--- src/rtl/mem_arb_pkg.sv ---
// ---------------------------------------------------------------------------
// mem_arb_pkg
// Shared types and defaults for the memory-port arbiter.
//   arb_state_e : arbiter FSM states (IDLE, REQ, WAIT)
//   arb_owner_e : which requester owns the in-flight transaction
//   DEF_*       : default parameter values for mem_arbiter
//   cnt_width() : counter width able to hold 0..max_count
// ---------------------------------------------------------------------------
package mem_arb_pkg;

    typedef enum logic [1:0] {
        IDLE = 2'd0,
        REQ  = 2'd1,
        WAIT = 2'd2
    } arb_state_e;

    typedef enum logic {
        OWN_IFU = 1'b0,
        OWN_LSU = 1'b1
    } arb_owner_e;

    localparam int DEF_ADDR_W  = 32;
    localparam int DEF_DATA_W  = 32;
    localparam int DEF_TIMEOUT = 255;

    // A zero or negative count still needs a one-bit register.
    function automatic int cnt_width(input int max_count);
        return (max_count < 1) ? 1 : $clog2(max_count + 1);
    endfunction

endpackage

--- src/rtl/arb_timeout_cnt.sv ---
// ---------------------------------------------------------------------------
// arb_timeout_cnt
// Clear/enable up-counter with a terminal-count flag, used to bound the time
// the arbiter spends waiting for a bus response.
// Ports:
//   clk, rst  : clock, asynchronous active-high reset
//   clear     : synchronous clear (dominates enable)
//   enable    : count up by one this cycle
//   terminal  : high while the count equals MAX_COUNT
// The counter holds at MAX_COUNT instead of wrapping.
// ---------------------------------------------------------------------------
module arb_timeout_cnt
    import mem_arb_pkg::*;
#(
    parameter int MAX_COUNT = DEF_TIMEOUT
) (
    input  logic clk,
    input  logic rst,
    input  logic clear,
    input  logic enable,
    output logic terminal
);

    localparam int CNT_W = cnt_width(MAX_COUNT);

    logic [CNT_W-1:0] count;

    assign terminal = (count == CNT_W'(MAX_COUNT));

    always_ff @(posedge clk or posedge rst) begin
        if (rst) begin
            count <= '0;
        end else if (clear) begin
            count <= '0;
        end else if (enable && !terminal) begin
            count <= count + CNT_W'(1);
        end
    end

endmodule

--- src/rtl/mem_arbiter.sv ---
// ---------------------------------------------------------------------------
// mem_arbiter
// Shares the single core memory port between instruction fetch (IFU) and
// load/store (LSU). One request is accepted at a time, replayed on the bus
// with a valid/ready handshake, and its response is routed back to the owner.
// A response timeout forces an error response so a hung bus cannot stall
// the core forever.
//
// Ports:
//   clk, rst                          clock, async active-high reset
//   ifu_req_valid/ready, ifu_addr     fetch request handshake
//   ifu_resp_valid, ifu_rdata         fetch response (1-cycle pulse)
//   lsu_req_valid/ready, lsu_addr,
//   lsu_wen, lsu_wdata, lsu_wmask     load/store request handshake
//   lsu_resp_valid, lsu_rdata         load data / store ack (1-cycle pulse)
//   mem_req_valid/ready, mem_addr,
//   mem_wen, mem_wdata, mem_wmask     bus request (latched fields)
//   mem_resp_valid, mem_rdata         bus response
//   resp_err                          pulses with owner response on timeout
//
// Configuration:
//   MEM_ARBITER_RR_EN  defined   -> round-robin between IFU and LSU
//                      undefined -> fixed LSU-over-IFU priority
// ---------------------------------------------------------------------------
module mem_arbiter
    import mem_arb_pkg::*;
#(
    parameter int ADDR_W  = DEF_ADDR_W,
    parameter int DATA_W  = DEF_DATA_W,
    parameter int TIMEOUT = DEF_TIMEOUT
) (
    input  logic                clk,
    input  logic                rst,

    input  logic                ifu_req_valid,
    output logic                ifu_req_ready,
    input  logic [ADDR_W-1:0]   ifu_addr,
    output logic                ifu_resp_valid,
    output logic [DATA_W-1:0]   ifu_rdata,

    input  logic                lsu_req_valid,
    output logic                lsu_req_ready,
    input  logic [ADDR_W-1:0]   lsu_addr,
    input  logic                lsu_wen,
    input  logic [DATA_W-1:0]   lsu_wdata,
    input  logic [DATA_W/8-1:0] lsu_wmask,
    output logic                lsu_resp_valid,
    output logic [DATA_W-1:0]   lsu_rdata,

    output logic                mem_req_valid,
    input  logic                mem_req_ready,
    output logic [ADDR_W-1:0]   mem_addr,
    output logic                mem_wen,
    output logic [DATA_W-1:0]   mem_wdata,
    output logic [DATA_W/8-1:0] mem_wmask,
    input  logic                mem_resp_valid,
    input  logic [DATA_W-1:0]   mem_rdata,

    output logic                resp_err
);

    arb_state_e state, state_next;
    arb_owner_e owner;

    logic grant_ifu;
    logic grant_lsu;
    logic accept;
    logic timeout_hit;

    // Requester selection. Grants are only acted on in IDLE.
`ifdef MEM_ARBITER_RR_EN
    arb_owner_e last_grant;

    // On a tie, the requester that did not win last time goes first.
    assign grant_lsu = lsu_req_valid && (!ifu_req_valid || (last_grant == OWN_IFU));
`else
    assign grant_lsu = lsu_req_valid;
`endif
    assign grant_ifu = ifu_req_valid && !grant_lsu;
    assign accept    = (state == IDLE) && (grant_lsu || grant_ifu);

    // Timeout counter is held clear outside WAIT, so it restarts from zero
    // each time WAIT is entered; a response in the same cycle freezes it.
    arb_timeout_cnt #(
        .MAX_COUNT (TIMEOUT)
    ) u_timeout (
        .clk      (clk),
        .rst      (rst),
        .clear    (state != WAIT),
        .enable   ((state == WAIT) && !mem_resp_valid),
        .terminal (timeout_hit)
    );

    always_ff @(posedge clk or posedge rst) begin
        if (rst) begin
            state <= IDLE;
        end else begin
            state <= state_next;
        end
    end

    // Request fields are captured at accept and held stable through REQ.
    // Fetches are presented to the bus as full-word reads.
    always_ff @(posedge clk or posedge rst) begin
        if (rst) begin
            owner     <= OWN_IFU;
            mem_addr  <= '0;
            mem_wen   <= 1'b0;
            mem_wdata <= '0;
            mem_wmask <= '0;
        end else if (accept) begin
            if (grant_lsu) begin
                owner     <= OWN_LSU;
                mem_addr  <= lsu_addr;
                mem_wen   <= lsu_wen;
                mem_wdata <= lsu_wdata;
                mem_wmask <= lsu_wmask;
            end else begin
                owner     <= OWN_IFU;
                mem_addr  <= ifu_addr;
                mem_wen   <= 1'b0;
                mem_wdata <= '0;
                mem_wmask <= '1;
            end
        end
    end

`ifdef MEM_ARBITER_RR_EN
    always_ff @(posedge clk or posedge rst) begin
        if (rst) begin
            last_grant <= OWN_IFU;
        end else if (accept) begin
            last_grant <= grant_lsu ? OWN_LSU : OWN_IFU;
        end
    end
`endif

    // Next-state and output decode. A real response beats a timeout that
    // expires in the same cycle; responses outside WAIT are ignored.
    always_comb begin
        state_next     = state;
        ifu_req_ready  = 1'b0;
        lsu_req_ready  = 1'b0;
        mem_req_valid  = 1'b0;
        ifu_resp_valid = 1'b0;
        lsu_resp_valid = 1'b0;
        ifu_rdata      = '0;
        lsu_rdata      = '0;
        resp_err       = 1'b0;

        case (state)
            IDLE: begin
                lsu_req_ready = grant_lsu;
                ifu_req_ready = grant_ifu;
                if (grant_lsu || grant_ifu) begin
                    state_next = REQ;
                end
            end

            REQ: begin
                mem_req_valid = 1'b1;
                if (mem_req_ready) begin
                    state_next = WAIT;
                end
            end

            WAIT: begin
                if (mem_resp_valid) begin
                    if (owner == OWN_LSU) begin
                        lsu_resp_valid = 1'b1;
                        lsu_rdata      = mem_rdata;
                    end else begin
                        ifu_resp_valid = 1'b1;
                        ifu_rdata      = mem_rdata;
                    end
                    state_next = IDLE;
                end else if (timeout_hit) begin
                    if (owner == OWN_LSU) begin
                        lsu_resp_valid = 1'b1;
                    end else begin
                        ifu_resp_valid = 1'b1;
                    end
                    resp_err   = 1'b1;
                    state_next = IDLE;
                end
            end

            default: begin
                state_next = IDLE;
            end
        endcase
    end

endmodule

--- config.mk ---
export PLATFORM = sky130hd
export DESIGN_NAME = mem_arbiter
export DESIGN_NICKNAME = d
export VERILOG_FILES = /design/src/rtl/mem_arb_pkg.sv /design/src/rtl/arb_timeout_cnt.sv /design/src/rtl/mem_arbiter.sv
export SDC_FILE = /design/constraint.sdc
export NUM_CORES = 1
export LEC_CHECK = 0
export BUFFER_PORTS_ARGS = -buffer_cell sky130_fd_sc_hd__buf_2
export CAP_MARGIN = 20
export CELL_PAD_IN_SITES_DETAIL_PLACEMENT = 0
export CELL_PAD_IN_SITES_GLOBAL_PLACEMENT = 2
export CORE_MARGIN = 4
export CORE_UTILIZATION = 26
export DETAILED_ROUTE_END_ITERATION = 8
export PLACE_DENSITY_LB_ADDON = 0.1
export SYNTH_ARGS = -nofsm -noshare
export SYNTH_HDL_FRONTEND = slang
export SYNTH_HIERARCHICAL = 1
export SYNTH_SLANG_ARGS = --single-unit
export TNS_END_PERCENT = 30
--- constraint.sdc ---
create_clock -name clk -period 3.5 [get_ports clk]
set_input_delay 0.35 -clock clk [delete_from_list [all_inputs] [get_ports clk]]
set_output_delay 0.35 -clock clk [all_outputs]
set_load 0.02 [all_outputs]
**Word level (Yosys, flattened, before mapping)**

Cells that the tools add are included.

- Flip-flop bits (word level): 80
- Latch bits: 0
- Memory bits (writable): 0
- Bits in read-only memories: 0
- Bits of input ports: 139
- Memories kept: 0

- Add/sub/neg operators: 1
- $mul: 0
- Div/mod/pow operators: 0
- Magnitude comparators: 0
- Equal/unequal tests: 7
- Shifts and indexed selects: 0
- Mux-type cells: 32
- Bitwise operators: 0
- Reductions and logical operators: 11

Operator list:

| operator | number |
|---|---|
| $mux W32 | 8 |
| $mux W1 | 16 |
| $mux W8 | 2 |
| $add A8 B1 Y8 const B | 1 |
| $eq A8 B8 Y1 const B | 1 |
| $mux W2 | 4 |
| $pmux W2 S3 | 1 |
| $logic_and A1 B1 Y1 | 4 |
| $mux W4 | 1 |
| $ne A2 B2 Y1 const B | 2 |
| $logic_not A1 Y1 | 3 |
| $ne A3 B2 Y1 const B | 1 |
| $reduce_and A3 Y1 | 1 |
| $eq A2 B1 Y1 const B | 1 |
| $eq A2 B2 Y1 const B | 1 |
| $logic_not A2 Y1 | 1 |
| $ne A2 B1 Y1 const B | 1 |
| $reduce_bool A2 Y1 | 1 |
| $logic_or A1 B1 Y1 | 1 |

**Logic depth before layout (Yosys ltp)**

- Word-level depth: 5
- Mapped depth: 6
- Depth with buffers taken out: 6

**Cells and area by module**

The synthesis kept the hierarchy.

Modules (own cells, without submodules):

| module | instances | cells each | area each (µm²) | seq. area each (µm²) |
|---|---|---|---|---|
| mem_arbiter | 1 | 279 | 3657.3 | 1801.7 |
| arb_timeout_cnt | 1 | 48 | 491.7 | 200.2 |

**Worst setup path before layout**

No wires, ideal clock.

- Path kind: register to output
- Start point: register u_timeout.count[0]
- End point: output lsu_resp_valid
- Data arrival time: 1659 ps
- Required time: 3150 ps
- Path slack: 1491 ps
- Cell stages (with the launch flop): 7
- Cell sequence: dfrtp_1 -> ha_1 -> and3_1 -> buf_2 -> and2_2 -> nor2_1 -> nor3b_1

- Longest elaborated chain between the ends: 4

Ends and longest elaborated chain:

| what | RTL line | text |
|---|---|---|
| start: declaration | arb_timeout_cnt.sv:26 | `logic [CNT_W-1:0] count;` |
| start signal: assignment | arb_timeout_cnt.sv:36 | `count <= count + CNT_W'(1);` |
| $eq A8 B8 Y1 | arb_timeout_cnt.sv:28 | `assign terminal = (count == CNT_W'(MAX_COUNT));` |
| via timeout_hit | mem_arbiter.sv:68 | `logic timeout_hit;` |
| $mux W1 | mem_arbiter.sv:177 | `end else if (timeout_hit) begin` |
| $mux W1 | mem_arbiter.sv:168 | `if (mem_resp_valid) begin` |
| $mux W1 | mem_arbiter.sv:151 | `case (state)` |
| end: declaration | mem_arbiter.sv:47 | `output logic lsu_resp_valid,` |

The timed path passes the listed nets, and every way through them passes these cells.

**Worst setup path in the final report**

- Start point: register state[0]
- End point: output ifu_rdata[12]

- Longest elaborated chain between the ends: 2

Ends and longest elaborated chain:

| what | RTL line | text |
|---|---|---|
| start: declaration | mem_arbiter.sv:62 | `arb_state_e state, state_next;` |
| start signal: assignment | mem_arbiter.sv:98 | `state <= state_next;` |
| $eq A2 B2 Y1 | mem_arbiter.sv:151 |  |
| $mux W32 | mem_arbiter.sv:151 |  |
| end: declaration | mem_arbiter.sv:39 | `output logic [DATA_W-1:0] ifu_rdata,` |

Every way passes these cells.

==> out/results.txt <==
The run finished with clean final reports. Across the VDD grid, the largest voltage drop is 0.0003194 V. The classification of the worst setup path was flop to output pin. Cell internal power was estimated by the tool at 2.777 mW.

The total congestion overflow after global routing was 0. Based on the critical path, the design can be clocked at up to 391.2 MHz. For this run, the leading register cell type out of synthesis is dfrtp_1. After detailed routing, the total wire length is 13.41 mm. Setup repair after global routing left no endpoint under its margin.

The tools report the number of clock sinks as 80. The tools report the element type at the critical path end as an output pin. Minimum clock period after layout: 2.556 ns. The standby leakage power is 3.198 nW.

The I/O pin count was 278; the placed cell count was 798. The number of failing hold endpoints at the final stage was 0; the largest fanout on the critical path was 32. The synthesized design spends more area on one cell type than any other, namely dfrtp_1. The detailed router finished its first iteration with 163 violations. The repair_antennas step left the layout with diodes totalling 0. At the worst endpoint, the required time is 3.15 ns. Once detail routing completed, the nets flagged for antenna violations numbered 0.

The logs give 1.228 ns for the setup slack at placement and 3,769 for the via count of the first global-routing pass. In this run the post-CTS setup repair buffer count came out at 0. Total power for the finished layout comes to 4.608 mW. The kind of start point of the critical path is a flop.

Count of distinct cell types in the synthesized netlist: 44. The total negative setup slack was 0 ns; the horizontal die dimension was 134.3 um. CTS placed an instance of clkbuf_16 at the clock tree root. Clock skew on the completed layout was measured at 0.007601 ns. After detailed routing, the number of remaining DRC violations is 0. Number of standard cells in the final layout excluding fillers: 815. After synthesis, the cell types taking the most area are dfrtp_1 48%, mux2_2 10%, mux2_4 10%, and2_1 9.8%, a22o_1 7.2%.

Critical path arrival: 2.21 ns. The analysis attributes to net switching a power of 1.832 mW. Measured on the finished design, the core utilization comes to 38.48%. The share of flip-flops with an asynchronous set or reset came out at 100.0%. For this configuration, the core starts out at a cell density of 26.89%. Of the cells placed in the final design, the portion with a size suffix greater than 1 is 61.92%. Area used by multi-input combinational logic: 1936 um2. Clock tree synthesis inserted a total of 9 buffers. The number of search-and-repair iterations in the first detailed-routing pass is 4, and the number of nets in the layout is 739. Clock latency on the worst-skew pair, taken at its later pin, is 0.33 ns. After synthesis, the mean cell area works out to 12.69 um2. The synthesized net count came out at 467.

Net switching is 39.75% of the power. The share of the Yosys chip area taken by registers is 48.25%. Setup violations remaining at the end of the flow were counted as 0. Max-cap violations in this run came to 0. The cell count after synthesis came out at 327. The synthesized design contains 80 register bits. The relative slew slack is 42.38%, and the number of vias per cell after detailed routing is 4.313. In this run the power density over the cells is 776.2 nW/um2. The number of pins exceeding their max-slew limit in the final report is 0.

Number of enable-type register cells in the synthesized netlist: 0. The tools report the routability congestion estimate from global placement as 0.7535. Of the total power, registers draw 33.2%. Measured along the y axis, the die boundary spans 134.3 um.

Of the available clock period, the critical path in the final layout requires 73.03%. The wire length of the first global-routing pass was 20.86 mm. The worst path meets setup with 0.9438 ns of slack.

The tools report the portion of total power attributed to combinational logic as 47.8%. Summing all flip-flop and latch instances after layout gives 2002 um2. For the post-detailed-placement half-perimeter wirelength, the log shows 10.67 mm. In this run the core area contains 45 standard-cell rows.

The initial antenna violation count was 0; the netlist area before placement was 4149 um2. The core region is 15,430 um2. Across every metal layer, demand over resource in global routing totals 14.66%. The worst hold path belongs to the class input pin to flop. For the pin with the worst max-slew slack, the measured transition is 0.8633 ns.

TritonCTS built the clock tree. Per report_power, the clock group accounts for 19.0% of the total. Clock-pin slew was measured on the worst setup and hold paths at 0.06 ns. The maximum number of pins on one net before global-route repair is 37, and the via count of the routed design is 3,515. Fill cells in the final layout number 1,610.

After synthesis, the largest area contributor takes up 48.25% of total cell area. In this run the tool buffered the top-level ports with 277 buffer cells. The detailed-route wire length per cell came out at 16.45 um.

The die covers 18,040 um2. The area growth from synthesis to layout is 43.09%. The clock passes through at most 2 buffers. The number of H-tree levels was 3.

Yosys synthesis warning count: 6.
==> metrics by stage <==
stage | instance area [um2] | hold WS [ns]
global route | 5937 | 0.2118
finish | 5937 | 0.2305
floorplan | 4149 | 0.1657
global placement | 5652 | 0.3491
detailed placement | 5652 | 0.3548
CTS | 5937 | 0.2098
==> cell usage after synthesis (2+ instances only) <==
| library cell | number |
|---|---|
| a41oi_1 | 2 |
| inv_1 | 3 |
| mux2_4 | 28 |
| clkbuf_1 | 4 |
| a22o_1 | 34 |
| and2_1 | 65 |
| a211oi_1 | 2 |
| a21oi_1 | 2 |
| nor3b_1 | 3 |
| buf_6 | 5 |
| buf_4 | 2 |
| nand4_1 | 2 |
| nand3_1 | 2 |
| inv_2 | 2 |
| buf_2 | 8 |
| nor2_1 | 5 |
| and3_1 | 3 |
| a31oi_1 | 2 |
| dfrtp_1 | 80 |
| o22a_1 | 4 |
| nor2b_1 | 3 |
| nand2b_1 | 2 |
| mux2_2 | 38 |
| buf_12 | 2 |
| nor3_1 | 3 |
| nand2_1 | 3 |
==> registers in the layout, summed over array words and instances (netlist names) <==
signal           cells
u_timeout/count      8
mem_wdata           32
mem_addr            32
owner                1
state                2
mem_wmask            4
mem_wen              1
==> cells in the final DEF (no fill, tap or decap), types with 2 or more instances in the layout <==
master and instances:
a211oi_1 2, a21oi_1 2, a22o_1 34, a31oi_1 2, a41oi_1 2, and2_1 65, and3_1 3, buf_2 277
buf_4 6, clkbuf_1 2, clkbuf_16 9, clkinvlp_4 2, dfrtp_1 80, inv_1 2, inv_2 3, mux2_2 38
mux2_4 28, nand2_1 3, nand2b_1 2, nand3_1 2, nand4_1 2, nor2_1 5, nor2b_1 3, nor3_1 3
nor3b_1 3, o22a_1 4
==> final timing paths <==
check	start	endpoint	slack (ns)	cells past startpoint
worst max-delay path	state[0]$_DFFE_PP0P_	ifu_rdata[12]	0.94	5
min in group asynchronous	rst	u_timeout/count[7]$_DFFE_PP0P_	0.54	3
worst max register to register	state[0]$_DFFE_PP0P_	u_timeout/count[3]$_DFFE_PP0P_	1.56	6
worst min register to register	mem_addr[28]$_DFFE_PP0P_	mem_addr[28]$_DFFE_PP0P_	0.50	1
max in group asynchronous	rst	mem_addr[28]$_DFFE_PP0P_	2.04	4
worst min-delay path	lsu_wdata[14]	mem_wdata[14]$_DFFE_PP0P_	0.23	2
==> cell families after synthesis <==
| group | after synthesis | share of synthesized area, % |
|---|---|---|
| AO/OA/AOI/OAI | 53 | 10.74 |
| adder cells (fa/ha/maj) | 1 | 0.3015 |
| buffers and inverters | 28 | 5.126 |
| flip-flops | 80 | 48.25 |
| multiplexers | 67 | 20.69 |
| AND/OR/NAND/NOR | 98 | 14.90 |
==> per-layer routing <==
| metal | track usage [%] | wire length (um) | vias to the layer above |
|---|---|---|---|
| met3 | 5.176 | 1191 | 11 |
| met1 | 16.67 | 5211 | 1635 |
| li1 | - | - | 1705 |
| met2 | 25.78 | 6838 | 164 |
| met4 | 4.581 | 164 | 0 |
| met5 | 0 | 0 | - |
==> power groups by stage <==
| stage | registers (mW) | logic (mW) | clock network [mW] |
|---|---|---|---|
| after floorplan | 1.99 | 1.10 | 0 |
| after global placement | 1.53 | 2.24 | 0 |
| after detailed placement | 1.53 | 2.26 | 0 |
| after CTS | 1.53 | 2.25 | 0.917 |
| after global routing | 1.58 | 2.36 | 0.959 |
| final | 1.53 | 2.20 | 0.875 |
==> critical path, stage by stage, from the launching register on <==
cell and delay [ns]:
dfrtp_1 0.43, nor2b_4 0.15, inv_2 0.13, nor3b_4 0.76, and2_1 0.24, buf_2 0.16
==> final cells by class <==
cell class | count | area share (%)
Inverter | 5 | 0.3161
Tap cell | 211 | 4.447
Multi-Input combinational cell | 219 | 32.60
Clock inverter | 4 | 0.4847
Sequential cell | 80 | 33.72
Timing Repair Buffer | 284 | 24.28
Clock buffer | 12 | 4.152
==> repair_timing <==
| item | CTS | global route |
|---|---|---|
| endpoints found under the hold margin | 8 | 0 |
| gates resized for setup | 0 | 0 |
| hold buffers | 1 | 0 |
Power figures use the tool's default switching activity.
